$ cat src/rtl/fetch_ctrl.sv
// Fetch-stage sequencer: owns the PC, drives imem req/ack, applies redirects, squashes wrong-path fetches.
// Optional misaligned-PC detection is enabled by defining FETCH_ALIGN_CHK_EN.

module fetch_mux #(
  parameter int W = 32
) (
  input  logic         sel,
  input  logic [W-1:0] op1,
  input  logic [W-1:0] op2,
  output logic [W-1:0] y
);
  assign y = sel ? op2 : op1;
endmodule

module fetch_ctrl #(
  parameter int             N        = 32,
  parameter logic [N-1:0]   RESET_PC = '0,
  parameter int             PC_INC   = 4
) (
  input  logic         clk,
  input  logic         rst,
  input  logic         start,
  input  logic         stall,
  input  logic         halt,
  input  logic         branch_taken,
  input  logic [N-1:0] branch_target,
  output logic         imem_req,
  output logic [N-1:0] imem_addr,
  input  logic         imem_ack,
  input  logic [N-1:0] imem_rdata,
  output logic         inst_valid,
  output logic [N-1:0] inst_out,
  output logic [N-1:0] inst_pc,
  output logic         mux_sel,
  output logic         busy,
  output logic         misalign_fault
);

  localparam logic [1:0] S_IDLE   = 2'd0;
  localparam logic [1:0] S_REQ    = 2'd1;
  localparam logic [1:0] S_STALL  = 2'd2;
  localparam logic [1:0] S_HALTED = 2'd3;

  localparam logic [N-1:0] PC_STEP = N'(PC_INC);

  logic [1:0]   state_reg, state_next;
  logic [N-1:0] pc_reg, pc_next;
  logic         redir_pend_reg, redir_pend_next;
  logic [N-1:0] redir_target_reg, redir_target_next;
  logic         halt_pend_reg, halt_pend_next;
  logic         inst_valid_reg, inst_valid_next;
  logic [N-1:0] inst_out_reg, inst_out_next;
  logic [N-1:0] inst_pc_reg, inst_pc_next;

  logic         in_req;
  logic         acked;
  logic         squash;
  logic         pc_load;
  logic [N-1:0] redir_op;
  logic [N-1:0] mux_out;
  logic         misaligned_load;
  logic         fault_hold;

  assign in_req   = (state_reg == S_REQ);
  assign acked    = in_req && imem_ack;
  // A redirect coinciding with the ack is applied immediately, bypassing the latch.
  assign squash   = acked && (redir_pend_reg || branch_taken);
  assign redir_op = branch_taken ? branch_target : redir_target_reg;
  assign mux_sel  = in_req ? squash : branch_taken;
  assign pc_load  = acked || (!in_req && branch_taken);

  fetch_mux #(.W(N)) u_fetch_mux (
    .sel (mux_sel),
    .op1 (pc_reg + PC_STEP),
    .op2 (redir_op),
    .y   (mux_out)
  );

`ifdef FETCH_ALIGN_CHK_EN
  localparam logic [N-1:0] ALIGN_MASK = N'(PC_INC - 1);
  logic misalign_reg;

  assign misaligned_load = pc_load && ((mux_out & ALIGN_MASK) != '0);
  assign fault_hold      = misalign_reg;
  assign misalign_fault  = misalign_reg;

  always_ff @(posedge clk) begin
    if (!rst) begin
      misalign_reg <= 1'b0;
    end else if (misaligned_load) begin
      misalign_reg <= 1'b1;
    end
  end
`else
  assign misaligned_load = 1'b0;
  assign fault_hold      = 1'b0;
  assign misalign_fault  = 1'b0;
`endif

  always_comb begin
    state_next        = state_reg;
    pc_next           = pc_reg;
    redir_pend_next   = redir_pend_reg;
    redir_target_next = redir_target_reg;
    halt_pend_next    = halt_pend_reg;
    inst_valid_next   = 1'b0;
    inst_out_next     = inst_out_reg;
    inst_pc_next      = inst_pc_reg;

    if (pc_load) pc_next = mux_out;

    case (state_reg)
      S_REQ: begin
        if (imem_ack) begin
          if (!squash) begin
            inst_valid_next = 1'b1;
            inst_out_next   = imem_rdata;
            inst_pc_next    = pc_reg;
          end
          redir_pend_next = 1'b0;
          if (halt_pend_reg || halt) state_next = S_HALTED;
          else if (stall)            state_next = S_STALL;
        end else begin
          if (branch_taken) begin
            redir_pend_next   = 1'b1;
            redir_target_next = branch_target;
          end
          if (halt) halt_pend_next = 1'b1;
        end
      end
      S_STALL: begin
        if (halt)        state_next = S_HALTED;
        else if (!stall) state_next = S_REQ;
      end
      default: begin
        // IDLE and HALTED; a latched alignment fault keeps the fetcher parked.
        if (start && !halt && !fault_hold) state_next = S_REQ;
      end
    endcase

    if (misaligned_load) state_next = S_HALTED;
    if (state_next == S_HALTED) halt_pend_next = 1'b0;
  end

  always_ff @(posedge clk) begin
    if (!rst) begin
      state_reg        <= S_IDLE;
      pc_reg           <= RESET_PC;
      redir_pend_reg   <= 1'b0;
      redir_target_reg <= '0;
      halt_pend_reg    <= 1'b0;
      inst_valid_reg   <= 1'b0;
      inst_out_reg     <= '0;
      inst_pc_reg      <= '0;
    end else begin
      state_reg        <= state_next;
      pc_reg           <= pc_next;
      redir_pend_reg   <= redir_pend_next;
      redir_target_reg <= redir_target_next;
      halt_pend_reg    <= halt_pend_next;
      inst_valid_reg   <= inst_valid_next;
      inst_out_reg     <= inst_out_next;
      inst_pc_reg      <= inst_pc_next;
    end
  end

  assign imem_req   = in_req;
  assign imem_addr  = pc_reg;
  assign busy       = (state_reg == S_REQ) || (state_reg == S_STALL);
  assign inst_valid = inst_valid_reg;
  assign inst_out   = inst_out_reg;
  assign inst_pc    = inst_pc_reg;

endmodule

$ cat config.mk
export PLATFORM = sky130hd
export DESIGN_NAME = fetch_ctrl
export DESIGN_NICKNAME = d
export VERILOG_FILES = /design/src/rtl/fetch_ctrl.sv
export SDC_FILE = /design/constraint.sdc
export NUM_CORES = 1
export LEC_CHECK = 0
export CORE_MARGIN = 5
export CORE_UTILIZATION = 44
export CTS_BUF_LIST = sky130_fd_sc_hd__clkbuf_16
export CTS_CLUSTER_DIAMETER = 40
export DETAILED_ROUTE_END_ITERATION = 7
export GPL_ROUTABILITY_DRIVEN = 0
export PLACE_DENSITY = 0.76
export SLEW_MARGIN = 20
export SYNTH_ARGS = -nofsm -noshare
export SYNTH_HDL_FRONTEND = slang
export SYNTH_SLANG_ARGS = --single-unit
$ cat constraint.sdc
create_clock -name clk -period 1.8 [get_ports clk]
set_input_delay 0.36 -clock clk [delete_from_list [all_inputs] [get_ports clk]]
set_output_delay 0.36 -clock clk [all_outputs]
set_load 0.005 [all_outputs]
==> results.tsv, run 1 <==
metric	value	unit
cp_top_family	flip-flops	
max_freq	0.549	GHz
critPathMostFrequentCell	inv_2	
cts_tree	yes	
fin_nets	1060	
slowest_delay	330	ps
antenna_cells	0	
syn_inst	758	
start_util	0.447	
cts_made_buffers	17	
min_period_over_period	1.01	
clk_latency	420	ps
r2r_slack	60	ps
first_pass_iters	5	
crit_fanout	2	
grt_max_degree	39	
track_usage	0.228	
ctsHtreeMaxLevel	4	
synthToLayoutAreaGrowth	52.0	%
endpoint_kind	output pin	
cts_buffer_depth	2	
finalClockSkew	5.94	ps
path_buf_inv	3	
clock-sinks	133	
seq_area_frac_synth	0.429	
final_util	0.680	
drc	0	
dr_total_vias	6239	
ir_drop	0.000773	V
ys_top_cells_by_area	dfxtp_1 (43%), nand2_1 (13%), a21boi_0 (12%)	
max_cap_violations	0	
timing.hold.ws	402	ps
post_dp_cell_area	0.00865	mm2
dpl.hpwl	13800	um
power.total	9.63	mW
final_cells	1179	
violations	setup timing	
ys_types	66	
coreArea	0.0139	mm2
path_cells	inv_2, ha_4, mux2_4, nand2_4, inv_2, buf_6	
p_per_area	1020	mW/mm2
drive_gt1_frac	0.177	
syn_nets	832	
synth_seq_cells	133	
status	finished, violations left	
root_buffer	clkbuf_16	
dieArea	0.0166	mm2
synth_commonest_cells	nand2_1 (218), dfxtp_1 (133), a21boi_0 (98)	
path_class	reg2out	
wire_per_inst	16.4	um
drt_iter0_drc	510	
synthArstFlopShare	0	
synth.largest_area_cell	dfxtp_1	
port_buffers	170	
hold_viol	0	
gr-total-overflow	0	
fp.dieH	129	um
fin_area	0.00944	mm2
ctsHoldBuffers	0	
syn_area	0.00621	mm2
grt_pass1_wl	30100	um
die_w	129	um
arrival	1460	ps
io_pins	172	
avgSynthCellArea	8.19	um2
synth_top_area_share	0.429	
ant_nets	0	
layout_setup_ws	-22.1	ps
synth_edf_count	0	
viasPerCell	5.29	
rows	43	
crit_required	1440	ps
antenna_found_initial	0	
worst_setup_hold_path_clk_slew	50	ps
finalMaxSlewViolations	0	
critPathSlowestCell	dfxtp_2	
cellLeakagePower	3.67	nW
setup_viol	1	
rsz0062_at_grt	true	
fin_crit	1820	ps
grt_pass1_vias	5742	
hold_path_class	in2reg	
ys_warn_count	0	
synth_ff_type	dfxtp_1	
critPathLaunchType	register	
placedCellCount	1142	
wl	19300	um
yosys.cell_count.top_type	nand2_1	
-- cell usage in the layout (no fill, tap or decap), types with 7 or more instances in the layout --
cell type,instances
clkdlybuf4s50_1,153
nand2_1,217
and2_1,7
dfxtp_2,7
nand3_1,8
buf_6,7
nand4_1,8
o21ai_0,25
inv_1,7
a21boi_0,98
clkbuf_16,18
buf_4,87
dfxtp_1,124
a21oi_1,27
mux2i_1,26
nor2_1,23
-- report_power, final --
group	switching, mW	internal, mW	leakage [nW]
logic	1.31	1.43	2.29
clock network	1.23	2.27	0.299
registers	0.166	3.22	1.08
-- repair_timing --
item	in CTS	in global routing
gates cloned	0	1
setup endpoints to repair	18	32
pin swaps	2	1
endpoints found under the hold margin	0	0
buffers inserted	5	1
resized for setup	34	30
-- routing by layer --
metal / global-route usage / share of wire / vias up
met1: 0.303 / 0.45 / 2884
met2: 0.364 / 0.46 / 241
met5: 0 / 0 / -
met3: 0.0535 / 0.076 / 28
met4: 0.0784 / 0.017 / 0
li1: - / - / 3086
-- metrics by stage --
step           setup TNS (ps)  worst slack (ps)
2_1_floorplan               0              2.50
3_3_place_gp           -21850              -259
3_5_place_dp           -27920              -321
4_1_cts                 -41.7             -41.7
5_1_grt                 -80.2             -68.6
6_report                -22.1             -22.1
-- path summary, 6_finish.rpt --
| check | cells past startpoint | startpoint | to |
|---|---|---|---|
| setup reg to reg | 8 | state_reg[1] | imem_addr[19] |
| hold reg to reg | 2 | inst_out[9] | inst_out[9] |
| hold / removal | 2 | rst | redir_target_reg[4] |
| setup / recovery | 6 | state_reg[1] | mux_sel |
-- area by class of cell --
cell class	instances	area [um2]
clock buffers	17	425
clock inverters	15	170
fillers	1128	4440
inverters	8	32.5
multi-input cells	558	3360
flip-flops and latches	133	2680
well taps	180	225
repair buffers	268	2540
-- kinds of logic after synthesis --
| group | count (synthesis) | share of synthesized area |
|---|---|---|
| compound gates | 207 | 0.237 |
| xor+xnor | 1 | 0.00141 |
| fa+ha+maj | 3 | 0.00605 |
| buf+inv | 67 | 0.0470 |
| flops | 133 | 0.429 |
| mux | 32 | 0.0528 |
| other cells | 1 | 0.000604 |
| simple gates | 314 | 0.226 |
Note: power is estimated with default switching activity, not from simulation.
==> inputs of run 2 (changes only) <==
CAP_MARGIN = 10   (was not set)
CORE_ASPECT_RATIO = 1.25   (was not set)
==> results.tsv, run 2 (same netlist as run 1, synthesis figures left out) <==
metric	value	unit
status	finished, violations left	
violations	setup timing	
nFillCells	1133	
cellLeakagePower	3.71	nW
viasPerCell	5.28	
use_met2	0.372	
gr-total-overflow	0	
clk_latency	430	ps
arrival	1550	ps
grt_max_degree	48	
track_usage	0.221	
p_per_area	1010	mW/mm2
r2r_slack	-50	ps
drive_gt1_frac	0.194	
antenna_cells	0	
use_met1	0.274	
reg2reg_depth	9	
ctsHoldBuffers	0	
antenna_found_initial	0	
drt_iter0_drc	377	
critPathLaunchType	register	
r2r-start	state_reg[1]	
worst_setup_hold_path_clk_slew	60	ps
fin_nets	1063	
fin_crit	1910	ps
rsz0062_at_grt	true	
hold_viol	0	
grtUsageMet3	0.0538	
path_class	reg2out	
endpoint_kind	output pin	
final_common_cell	nand2_1	
ctsHtreeMaxLevel	4	
dieArea	0.0166	mm2
finalClockSkew	11.1	ps
finalMaxSlewViolations	0	
hold_path_class	in2reg	
grt_pass1_wl	29100	um
io_pins	172	
ir_drop	0.000864	V
min_period_over_period	1.06	
layout_setup_ws	-114	ps
wire_per_inst	16.2	um
dpl.hpwl	13700	um
rows	48	
holdPathEnd	redir_target_reg[31]	
cts_buffer_depth	2	
start_util	0.449	
startpoint	state_reg[0]	
crit_fanout	3	
cts_tree	yes	
first_pass_iters	5	
wl	19100	um
port_buffers	170	
ant_nets	0	
final_cell_mix	nand2_1 (217), clkdlybuf4s50_1 (147), dfxtp_1 (121), buf_4 (89), a21boi_0 (76)	
root_buffer	clkbuf_16	
grt_busiest_layer	met2	
clock-sinks	133	
crit_required	1440	ps
min_from	rst	
reg2reg_to	imem_addr[7]	
coreArea	0.0138	mm2
drc	0	
die_w	116	um
timing.hold.ws	418	ps
max_cap_violations	0	
synthToLayoutAreaGrowth	51.8	%
finalSetupTns	-217	ps
grt_pass1_vias	5737	
whs_path_depth	2	
fp.dieH	143	um
dr_total_vias	6220	
setup_viol	5	
max_freq	0.522	GHz
cts_made_buffers	17	
[run 2: power by group]
| part | switching, mW | internal [mW] | total (mW) | leakage [nW] |
|---|---|---|---|---|
| Clock | 1.36 | 2.04 | 3.40 | 0.267 |
| Sequential | 0.160 | 3.21 | 3.37 | 1.08 |
| Combinational | 1.32 | 1.42 | 2.74 | 2.36 |
[run 2: worst max-delay path by stage]
stage,to,slack [ps],cells past startpoint
detailed placement,inst_out[13],-510,7
finish,mux_sel,-110,6
floorplan,imem_addr[29],2,9
global route,mux_sel,-180,6
CTS,mux_sel,-140,6
global placement,inst_out[14],-420,7
[run 2: critical path, cell delays in order (launching register included)]
cell and delay [ps]:
dfxtp_2 320, buf_6 110, ha_4 160, mux2_4 310
nand2_4 80, inv_4 40, buf_6 100
[run 2: per-stage QoR]
| step | util | cells | cell area [um2] | total power [mW] | setup slack, ps |
|---|---|---|---|---|---|
| floorplan | - | 758 | 6220 | 4.57 | 2.50 |
| global route | 0.682 | 1177 | 9420 | 9.97 | -176 |
| detailed placement | 0.621 | 1133 | 8580 | 5.92 | -511 |
| finish | 0.682 | 1177 | 9420 | 9.51 | -114 |
| global placement | 0.621 | 1133 | 8580 | 5.88 | -416 |
| CTS | 0.669 | 1169 | 9240 | 9.40 | -137 |
[run 2: area by class of cell]
type,instances,area (um2),share of cell area
inverter,8,35.0,0.00372
clock buffer,17,425,0.0452
tap,175,219,0.0232
multi-input combinational,558,3370,0.358
clock inverter,15,159,0.0169
timing repair buffer,271,2530,0.269
sequential,133,2680,0.284
[run 2: metal layers]
layer  part of all wire  vias up
li1                   -     3097
met2               0.50      228
met3              0.073       27
met5                  0        -
met1               0.42     2868
met4              0.016        0
[run 2: timing repair]
action,in CTS,in global routing
setup endpoints to repair,68,81
pin swaps,5,11
gates cloned,0,1
buffers inserted,5,8
resized for setup,36,65
